--- src/rtl/ps2_pkg.sv ---
// ps2_pkg -- shared definitions for the PS/2 host transmit path.
//
// Contents:
//   BYTE_WIDTH                 width of a PS/2 command byte
//   ps2_tx_state_t             state encoding of the host transmit FSM
//   PS2_CMD_RESET              device reset command (0xFF)
//   PS2_CMD_ENABLE_REPORTING   enable data reporting command (0xF4)
//   odd_parity()               parity bit that makes the frame odd
package ps2_pkg;

    localparam int BYTE_WIDTH = 8;

    localparam logic [BYTE_WIDTH-1:0] PS2_CMD_RESET            = 8'hFF;
    localparam logic [BYTE_WIDTH-1:0] PS2_CMD_ENABLE_REPORTING = 8'hF4;

    typedef enum logic [2:0] {
        IDLE,
        INHIBIT,
        START,
        DATA,
        PARITY,
        STOP,
        ACK
    } ps2_tx_state_t;

    // PS/2 frames carry odd parity: the parity bit is 1 when the byte
    // holds an even number of ones.
    function automatic logic odd_parity(input logic [BYTE_WIDTH-1:0] value);
        return ~^value;
    endfunction

endpackage

--- src/rtl/ps2_line_sync.sv ---
// ps2_line_sync -- brings the raw PS/2 clock and data lines into the
// system clock domain and flags falling edges of the PS/2 clock.
//
// Ports:
//   clk        system clock
//   rst        asynchronous active-high reset
//   ps2_clk    raw PS/2 clock line level (asynchronous)
//   ps2_data   raw PS/2 data line level (asynchronous)
//   clk_fall   one-cycle pulse on a falling edge of the synchronised clock
//   data_sync  synchronised PS/2 data level
module ps2_line_sync (
    input  logic clk,
    input  logic rst,
    input  logic ps2_clk,
    input  logic ps2_data,
    output logic clk_fall,
    output logic data_sync
);

    logic [1:0] clk_meta;
    logic [1:0] data_meta;
    logic       clk_prev;

    // Two-flop synchronisers for both lines plus one extra stage on the
    // clock for edge detection. Everything resets to the idle-high bus
    // level so that leaving reset never looks like a falling edge.
    always_ff @(posedge clk or posedge rst) begin
        if (rst) begin
            clk_meta  <= 2'b11;
            data_meta <= 2'b11;
            clk_prev  <= 1'b1;
        end else begin
            clk_meta  <= {clk_meta[0], ps2_clk};
            data_meta <= {data_meta[0], ps2_data};
            clk_prev  <= clk_meta[1];
        end
    end

    // Clock and data pass through equal-length chains, so data_sync is
    // aligned with the cycle in which clk_fall fires.
    assign clk_fall  = clk_prev & ~clk_meta[1];
    assign data_sync = data_meta[1];

endmodule

--- src/rtl/ps2_host_tx.sv ---
// ps2_host_tx -- host-to-device PS/2 command transmitter.
//
// Sends one byte to a PS/2 device: inhibits the bus, issues the start
// bit, shifts data LSB first on device clock falling edges, then parity,
// stop and checks the device acknowledge bit.
//
// Parameters:
//   CLK_FREQ_HZ     system clock frequency
//   INHIBIT_CYCLES  clock-low hold before the start bit (100 us)
//   TIMEOUT_CYCLES  whole-transfer watchdog limit (20 ms)
//
// Ports:
//   clk               system clock
//   rst               asynchronous active-high reset
//   i_byte            command byte to send
//   i_valid           send request, accepted only while o_ready
//   o_ready           high only while idle
//   io_clk_mouse      raw PS/2 clock line level
//   io_data_mouse     raw PS/2 data line level
//   o_clk_drive_low   open-drain pull-down enable, PS/2 clock
//   o_data_drive_low  open-drain pull-down enable, PS/2 data
//   o_done            one-cycle pulse: byte acknowledged
//   o_error           one-cycle pulse: NACK (or watchdog timeout)
//
// Build option:
//   PS2_TX_TIMEOUT_EN  compiles in the whole-transfer watchdog. Without it
//                      a silent device leaves the FSM waiting until reset.
module ps2_host_tx
    import ps2_pkg::*;
#(
    parameter int CLK_FREQ_HZ    = 50_000_000,
    parameter int INHIBIT_CYCLES = CLK_FREQ_HZ / 10000,
    parameter int TIMEOUT_CYCLES = CLK_FREQ_HZ / 50
) (
    input  logic                  clk,
    input  logic                  rst,
    input  logic [BYTE_WIDTH-1:0] i_byte,
    input  logic                  i_valid,
    output logic                  o_ready,
    input  logic                  io_clk_mouse,
    input  logic                  io_data_mouse,
    output logic                  o_clk_drive_low,
    output logic                  o_data_drive_low,
    output logic                  o_done,
    output logic                  o_error
);

    localparam int INH_W = (INHIBIT_CYCLES > 1) ? $clog2(INHIBIT_CYCLES) : 1;
    localparam logic [INH_W-1:0] INHIBIT_LAST = INH_W'(INHIBIT_CYCLES - 1);

    ps2_tx_state_t         state;
    ps2_tx_state_t         next_state;
    logic [BYTE_WIDTH-1:0] tx_byte;
    logic                  tx_parity;
    logic [3:0]            edge_cnt;
    logic [INH_W-1:0]      inhibit_cnt;
    logic                  ack_bit;
    logic [2:0]            bit_idx;
    logic                  clk_fall;
    logic                  data_sync;
    logic                  timeout;

    ps2_line_sync u_sync (
        .clk       (clk),
        .rst       (rst),
        .ps2_clk   (io_clk_mouse),
        .ps2_data  (io_data_mouse),
        .clk_fall  (clk_fall),
        .data_sync (data_sync)
    );

`ifdef PS2_TX_TIMEOUT_EN
    localparam int WD_W = (TIMEOUT_CYCLES > 1) ? $clog2(TIMEOUT_CYCLES) : 1;
    localparam logic [WD_W-1:0] TIMEOUT_LAST = WD_W'(TIMEOUT_CYCLES - 1);

    logic [WD_W-1:0] wd_cnt;

    // Watchdog counts every cycle spent outside IDLE, starting at zero in
    // the first cycle after the request is accepted.
    always_ff @(posedge clk or posedge rst) begin
        if (rst) begin
            wd_cnt <= '0;
        end else if (state == IDLE) begin
            wd_cnt <= '0;
        end else begin
            wd_cnt <= wd_cnt + 1'b1;
        end
    end

    // Once the ACK state is reached the outcome is already decided, so
    // the watchdog no longer intervenes there.
    assign timeout = (state != IDLE) && (state != ACK) && (wd_cnt == TIMEOUT_LAST);
`else
    // The limit parameter stays in the interface so both builds share one
    // instantiation; it has no effect when the watchdog is left out.
    logic unused_timeout_cfg;
    assign unused_timeout_cfg = (TIMEOUT_CYCLES > 0);
    assign timeout = 1'b0;
`endif

    // Edge count 1..8 maps to data bits 0..7.
    assign bit_idx = 3'(edge_cnt - 4'd1);

    // State register.
    always_ff @(posedge clk or posedge rst) begin
        if (rst) begin
            state <= IDLE;
        end else begin
            state <= next_state;
        end
    end

    // Datapath: latch the request in IDLE, time the inhibit, and count
    // device clock edges only once the host has handed the clock over.
    always_ff @(posedge clk or posedge rst) begin
        if (rst) begin
            tx_byte     <= '0;
            tx_parity   <= 1'b0;
            edge_cnt    <= '0;
            inhibit_cnt <= '0;
            ack_bit     <= 1'b0;
        end else begin
            case (state)
                IDLE: begin
                    if (i_valid) begin
                        tx_byte   <= i_byte;
                        tx_parity <= odd_parity(i_byte);
                    end
                    edge_cnt    <= '0;
                    inhibit_cnt <= '0;
                end
                INHIBIT: begin
                    inhibit_cnt <= inhibit_cnt + 1'b1;
                end
                default: begin
                    if (clk_fall) begin
                        edge_cnt <= edge_cnt + 4'd1;
                    end
                end
            endcase
            if (state == STOP && clk_fall) begin
                ack_bit <= data_sync;
            end
        end
    end

    // Next-state and output decode. The watchdog override comes last so
    // a timeout always releases both lines and returns to IDLE.
    always_comb begin
        next_state       = state;
        o_ready          = 1'b0;
        o_clk_drive_low  = 1'b0;
        o_data_drive_low = 1'b0;
        o_done           = 1'b0;
        o_error          = 1'b0;
        case (state)
            IDLE: begin
                o_ready = 1'b1;
                if (i_valid) begin
                    next_state = INHIBIT;
                end
            end
            INHIBIT: begin
                o_clk_drive_low = 1'b1;
                if (inhibit_cnt == INHIBIT_LAST) begin
                    o_data_drive_low = 1'b1;
                    next_state       = START;
                end
            end
            START: begin
                o_data_drive_low = 1'b1;
                if (clk_fall) begin
                    next_state = DATA;
                end
            end
            DATA: begin
                o_data_drive_low = ~tx_byte[bit_idx];
                if (clk_fall && edge_cnt == 4'd8) begin
                    next_state = PARITY;
                end
            end
            PARITY: begin
                o_data_drive_low = ~tx_parity;
                if (clk_fall) begin
                    next_state = STOP;
                end
            end
            STOP: begin
                if (clk_fall) begin
                    next_state = ACK;
                end
            end
            ACK: begin
                o_done     = ~ack_bit;
                o_error    = ack_bit;
                next_state = IDLE;
            end
            default: begin
                next_state = IDLE;
            end
        endcase
        if (timeout) begin
            next_state       = IDLE;
            o_clk_drive_low  = 1'b0;
            o_data_drive_low = 1'b0;
            o_done           = 1'b0;
            o_error          = 1'b1;
        end
    end

endmodule

--- config.mk ---
export PLATFORM = sky130hd
export DESIGN_NAME = ps2_host_tx
export DESIGN_NICKNAME = d
export VERILOG_FILES = /design/src/rtl/ps2_pkg.sv /design/src/rtl/ps2_line_sync.sv /design/src/rtl/ps2_host_tx.sv
export SDC_FILE = /design/constraint.sdc
export NUM_CORES = 1
export LEC_CHECK = 0
export CORE_ASPECT_RATIO = 0.75
export CORE_MARGIN = 1
export CORE_UTILIZATION = 25
export CTS_BUF_LIST = sky130_fd_sc_hd__clkbuf_8
export DETAILED_ROUTE_END_ITERATION = 7
export PLACE_DENSITY = 0.42
export SLEW_MARGIN = 25
export SYNTH_ARGS = -nofsm -noshare
export SYNTH_HDL_FRONTEND = slang
export SYNTH_HIERARCHICAL = 1
export SYNTH_SLANG_ARGS = --single-unit
--- constraint.sdc ---
create_clock -name clk -period 2.4 [get_ports clk]
set_clock_uncertainty 0.1 [all_clocks]
set_input_delay 0.48 -clock clk [delete_from_list [all_inputs] [get_ports clk]]
set_output_delay 0.48 -clock clk [all_outputs]
set_load 0.05 [all_outputs]
### Word level (Yosys, flattened, before mapping)

Cells that the tools add are included.

| operators by class | value |
|---|---|
| muxes and demuxes | 18 |
| reductions and logical operators | 9 |
| bitwise logic cells | 6 |
| order comparisons | 1 |
| add/subtract/negate cells | 3 |
| equality and inequality tests | 14 |

Operator list:

| cell | number |
|---|---|
| $pmux W13 S2 | 1 |
| $mux W3 | 6 |
| $pmux W3 S6 | 1 |
| $add A13 B1 Y13 const B | 1 |
| $eq A13 B13 Y1 const B | 1 |
| $ne A2 B2 Y1 const B | 6 |
| $eq A3 B3 Y1 const B | 3 |
| $pmux W4 S2 | 1 |
| $reduce_xnor A8 Y1 | 1 |
| $eq A3 B2 Y1 const B | 2 |
| $mux W1 | 6 |
| $reduce_and A6 Y1 | 1 |
| $not A1 Y1 | 5 |
| $add A4 B1 Y4 const B | 1 |
| $eq A4 B4 Y1 const B | 1 |
| $lt A3 B4 Y1 const B | 1 |
| $mux W4 | 1 |
| $pmux W1 S4 | 1 |
| $reduce_and A2 Y1 | 2 |
| $reduce_bool A2 Y1 | 2 |
| $bmux W1 S3 | 1 |
| $eq A3 B1 Y1 const B | 1 |
| $logic_not A3 Y1 | 1 |
| $sub A3 B1 Y3 const B | 1 |
| 2 further kinds | 3 |

| word-level totals | value |
|---|---|
| register bits | 35 |
| output and inout bits | 5 |
| bits of input ports | 13 |

### Longest topological paths before layout

| logic depth | value |
|---|---|
| word-level depth | 5 |
| depth in mapped cells | 7 |

### Modules after synthesis

The synthesis kept the hierarchy.

Modules (own cells, without submodules):

| module | seq. area each (um2) | cells an instance | area an instance (um2) | times used |
|---|---|---|---|---|
| ps2_host_tx | 750.7 | 173 | 1780.5 | 1 |
| ps2_line_sync | 131.4 | 7 | 148.9 | 1 |

### Worst setup path after synthesis

Ideal clock, no wire load.

| path | value |
|---|---|
| kind | reg-to-output |
| start | register state[2] |
| end | output o_error |
| path buffers | 1 |
| arrival time | 1732 ps |
| data required time | 1820 ps |
| slack | 88 ps |
| cell stages (with the launch flop) | 4 |
| cell sequence | dfrtp_1 -> buf_2 -> nand2_1 -> nor3b_1 |

| between the ends | value |
|---|---|
| cells in the longest elaborated chain, start to end | 2 |

RTL lines:

| item | line | text |
|---|---|---|
| from (decl) | ps2_host_tx.sv:51 | `ps2_tx_state_t state;` |
| from (signal assigned) | ps2_host_tx.sv:109 | `state <= next_state;` |
| $eq A3 B3 Y1 | ps2_host_tx.sv:156 | `case (state)` |
| $mux W1 | ps2_host_tx.sv:156 |  |
| to (decl) | ps2_host_tx.sv:45 | `output logic o_error` |

Every way passes these cells.

### Final worst setup path

| path | value |
|---|---|
| start | register edge_cnt[1] |
| end | output o_data_drive_low |

| between the ends | value |
|---|---|
| cells in the longest elaborated chain, start to end | 5 |

RTL lines:

| item | line | text |
|---|---|---|
| from (decl) | ps2_host_tx.sv:55 | `logic [3:0] edge_cnt;` |
| from (signal assigned) | ps2_host_tx.sv:137 | `edge_cnt <= edge_cnt + 4'd1;` |
| $sub A3 B1 Y3 | ps2_host_tx.sv:102 | `assign bit_idx = 3'(edge_cnt - 4'd1);` |
| $bmux W1 S3 | ps2_host_tx.sv:177 | `o_data_drive_low = ~tx_byte[bit_idx];` |
| $mux W1 (not written as such) | ps2_host_tx.sv:177 |  |
| $not A1 Y1 | ps2_host_tx.sv:177 |  |
| $pmux W1 S4 | ps2_host_tx.sv:156 |  |
| to (decl) | ps2_host_tx.sv:43 | `output logic o_data_drive_low,` |

Every way passes these cells. The select of a mux whose other input is x is not followed.

==> summary.txt <==
Worst hold path
  • WHS Path Cells: 0
  • Endpoint, Worst Hold: u_sync/clk_meta[1]
  • Min-delay src: u_sync/clk_meta[0]
  • Worst hold path type: reg -> reg

Floorplan
  • Die width: 103 µm
  • Die Y: 78.1 µm
  • Die area: 8080 µm²
  • I/O pin cnt: 18
  • Core area: 7400 µm²
  • Site Rows: 27
  • Starting Density: 0.261

Power
  • Sw Ratio: 0.212
  • Clock Power Share: 0.459
  • Seq pwr share: 0.488
  • Comb power frac: 0.053
  • Sw power: 0.260 mW
  • Internal power: 0.967 mW
  • Cell area power density: 512 nW/µm²
  • Peak VDD IR: 0.199 mV
  • Static leakage: 1.10 nW
  • Total power: 1.23 mW

Global routing
  • Final global-route overflow total: 0
  • Gr usage total: 0.113
  • First-pass GRT wire length: 6720 µm
  • Initial antenna violation count: 0
  • Vias in the first global route: 1272
  • Largest net degree at the start of global routing: 31

Layout
  • Final cell count without fillers: 305
  • Diode count: 0
  • # fillers: 754
  • Layout cells sized above 1: 0.260
  • # nets final: 220
  • Syn-to-layout area delta: 24.1%
  • Design area: 2390 µm²
  • Final Util: 0.324

STA
  • Hold Violations, Final: 0
  • Fin crit period: 2.39 ns
  • Setup violators final: 0
  • Highest Clock Rate: 0.419 GHz
  • Setup TNS: 0 ns
  • RSZ-0062 raised after global routing: yes
  • Slew headroom: 0.700
  • Least-Margin Pin Slew: 0.443 ns
  • Fin. max-slew vios: 0
  • Min Hold Slack: 0.256 ns
  • Period utilization: 0.994
  • Final worst slack: 0.0140 ns

Yosys
  • Syn Nets: 197
  • Async S/R FF share, synth: 1.00
  • Flops & latches, synth: 35
  • YS warnings: 6
  • Synth top area cells: dfrtp_1 39%, dfstp_2 6.8%, mux2_4 6.2%, nand2_1 4.1%, xnor2_1 3.6%
  • Syn avg cell area: 10.7 µm²
  • Post-synth top flop: dfrtp_1
  • Top cell type's share of synthesized area: 0.389
  • Most numerous cell in the Yosys netlist: dfrtp_1
  • EDFF count, synth: 0
  • Cell taking the most area after synthesis: dfrtp_1
  • Cells after Synth: 180
  • Library cells used by synthesis: 47
  • Post-Syn Area: 1930 µm²
  • Seq/Total Area, Yosys: 0.457
  • Top cells by count, synth: 30 x dfrtp_1, 21 x nand2_1, 9 x nand3_1

Critical path
  • Worst EP required: 1.82 ns
  • Critical path class: reg -> out
  • Critical-path maximum fanout: 3
  • Reg-to-reg setup timing slack: 0.64 ns
  • Crit path DAT: 1.81 ns
  • Worst reg-to-reg path cell count: 4
  • Worst Setup End Kind: output pin
  • Worst Setup Start Kind: register
  • Critical R2R Capture: tx_byte[1]
  • R2R Path Start: state[1]

Clock network
  • H-tree depth: 2
  • Clk buf depth: 2
  • Root Driver: clkbuf_8
  • TritonCTS clock tree: done
  • CTS Buf Count: 5
  • Clk_lat worst skew: 0.29 ns
  • Clock sinks: 35
  • Clock-pin transition on the worst setup and hold timing paths: 0.08 ns
  • Hold-fix buffers, CTS: 0

Detailed routing
  • DRT Pass-1 Iters: 4
  • DRT antenna net count: 0
  • Drt drc: 0
  • Avg WL per Cell: 13.3 µm
  • Final WL: 4040 µm
  • DRT iter0 DRCs: 48
  • Detailed-route via count: 1336
  • Via density: 4.38

Run status
  • Outcome: complete, no violations

Flow run
  • Max-cap viol count: 0

Place
  • Cell Area, Placed: 2240 µm²
  • RD Place Congestion: 0.798
  • Placed insts: 295
  • Pre-CTS setup slack: 0.193 ns
  • PortBufs: 17
  • HPWL Detailed: 2970 µm
[placed cells by master (no fill, tap or decap), types with 3 or more instances in the layout]
master            n
xnor2_1           7
o21ai_0           8
mux2_4            8
buf_4            11
mux2i_1           6
nand2b_1          3
dfrtp_1          30
nor2_1            6
nand3_1           8
inv_1             5
and3_1            3
nand2_1          21
nand4_1           5
dfstp_2           5
nor3_1            5
buf_12            3
clkdlybuf4s50_1  12
a21oi_1           8
clkbuf_8          6
ha_1              3
[critical path, stage by stage, from the launching register on]
cell	delay (ns)
dfrtp_1	0.39
inv_2	0.07
ha_4	0.27
mux4_2	0.29
mux2i_1	0.15
nand2_1	0.09
nand3_2	0.11
buf_12	0.14
[power groups by stage]
stage               combinational, mW  sequential (mW)  clock [mW]
floorplan                      0.0321            0.610           0
global placement               0.0662            0.610           0
detailed placement             0.0666            0.610           0
CTS                            0.0667            0.599       0.581
global route                   0.0719            0.599       0.603
finish                         0.0648            0.599       0.563
[per-layer routing]
| layer | share of wire | vias to the layer above | GRT usage |
|---|---|---|---|
| li1 | - | 676 | - |
| met2 | 0.37 | 17 | 0.137 |
| met1 | 0.58 | 635 | 0.178 |
| met5 | 0 | - | 0 |
| met3 | 0.024 | 8 | 0.0294 |
| met4 | 0.021 | 0 | 0.0549 |
[cell families (layout without fill, tap and decap cells)]
family                   count (synthesis)  after routing  synth area share
AND/OR/NAND/NOR                         68             68             0.202
flip-flops                              35             35             0.457
buffers and inverters                   19             43            0.0577
multiplexers                            17             17             0.123
XOR/XNOR                                10             10            0.0454
AO/OA/AOI/OAI                           27             27            0.0889
adder cells (fa/ha/maj)                  4              4            0.0259
[cell type report]
type | instances | area, µm² | share of cell area
tap | 101 | 126 | 0.0528
multi-input combinational | 126 | 961 | 0.401
inverter | 9 | 43.8 | 0.0183
timing repair buffer | 26 | 263 | 0.110
clock inverter | 2 | 35.0 | 0.0146
clock buffer | 6 | 82.6 | 0.0345
sequential | 35 | 882 | 0.369
[how the worst max path moves through the flow]
stage	slack, ns	to	startpoint
CTS	-0.03	o_data_drive_low	edge_cnt[1]
detailed placement	0.19	o_data_drive_low	edge_cnt[1]
floorplan	0.09	o_error	state[2]
finish	0.01	o_data_drive_low	edge_cnt[1]
global placement	0.23	o_data_drive_low	edge_cnt[1]
global route	-0.07	o_data_drive_low	edge_cnt[1]
[state kept, by name, indices dropped and copies added (netlist names)]
signal	cells
u_sync/data_meta	2
edge_cnt	4
tx_byte	8
inhibit_cnt	13
u_sync/clk_prev	1
tx_parity	1
ack_bit	1
u_sync/clk_meta	2
state	3
[timing repair]
item | CTS | global route
resized for setup | 4 | 1
setup endpoints to repair | 1 | 1
setup buffers | 1 | 1
hold endpoints to repair | 0 | 0
pin swaps | 1 | 0
Note: power is estimated with default switching activity, not from simulation.
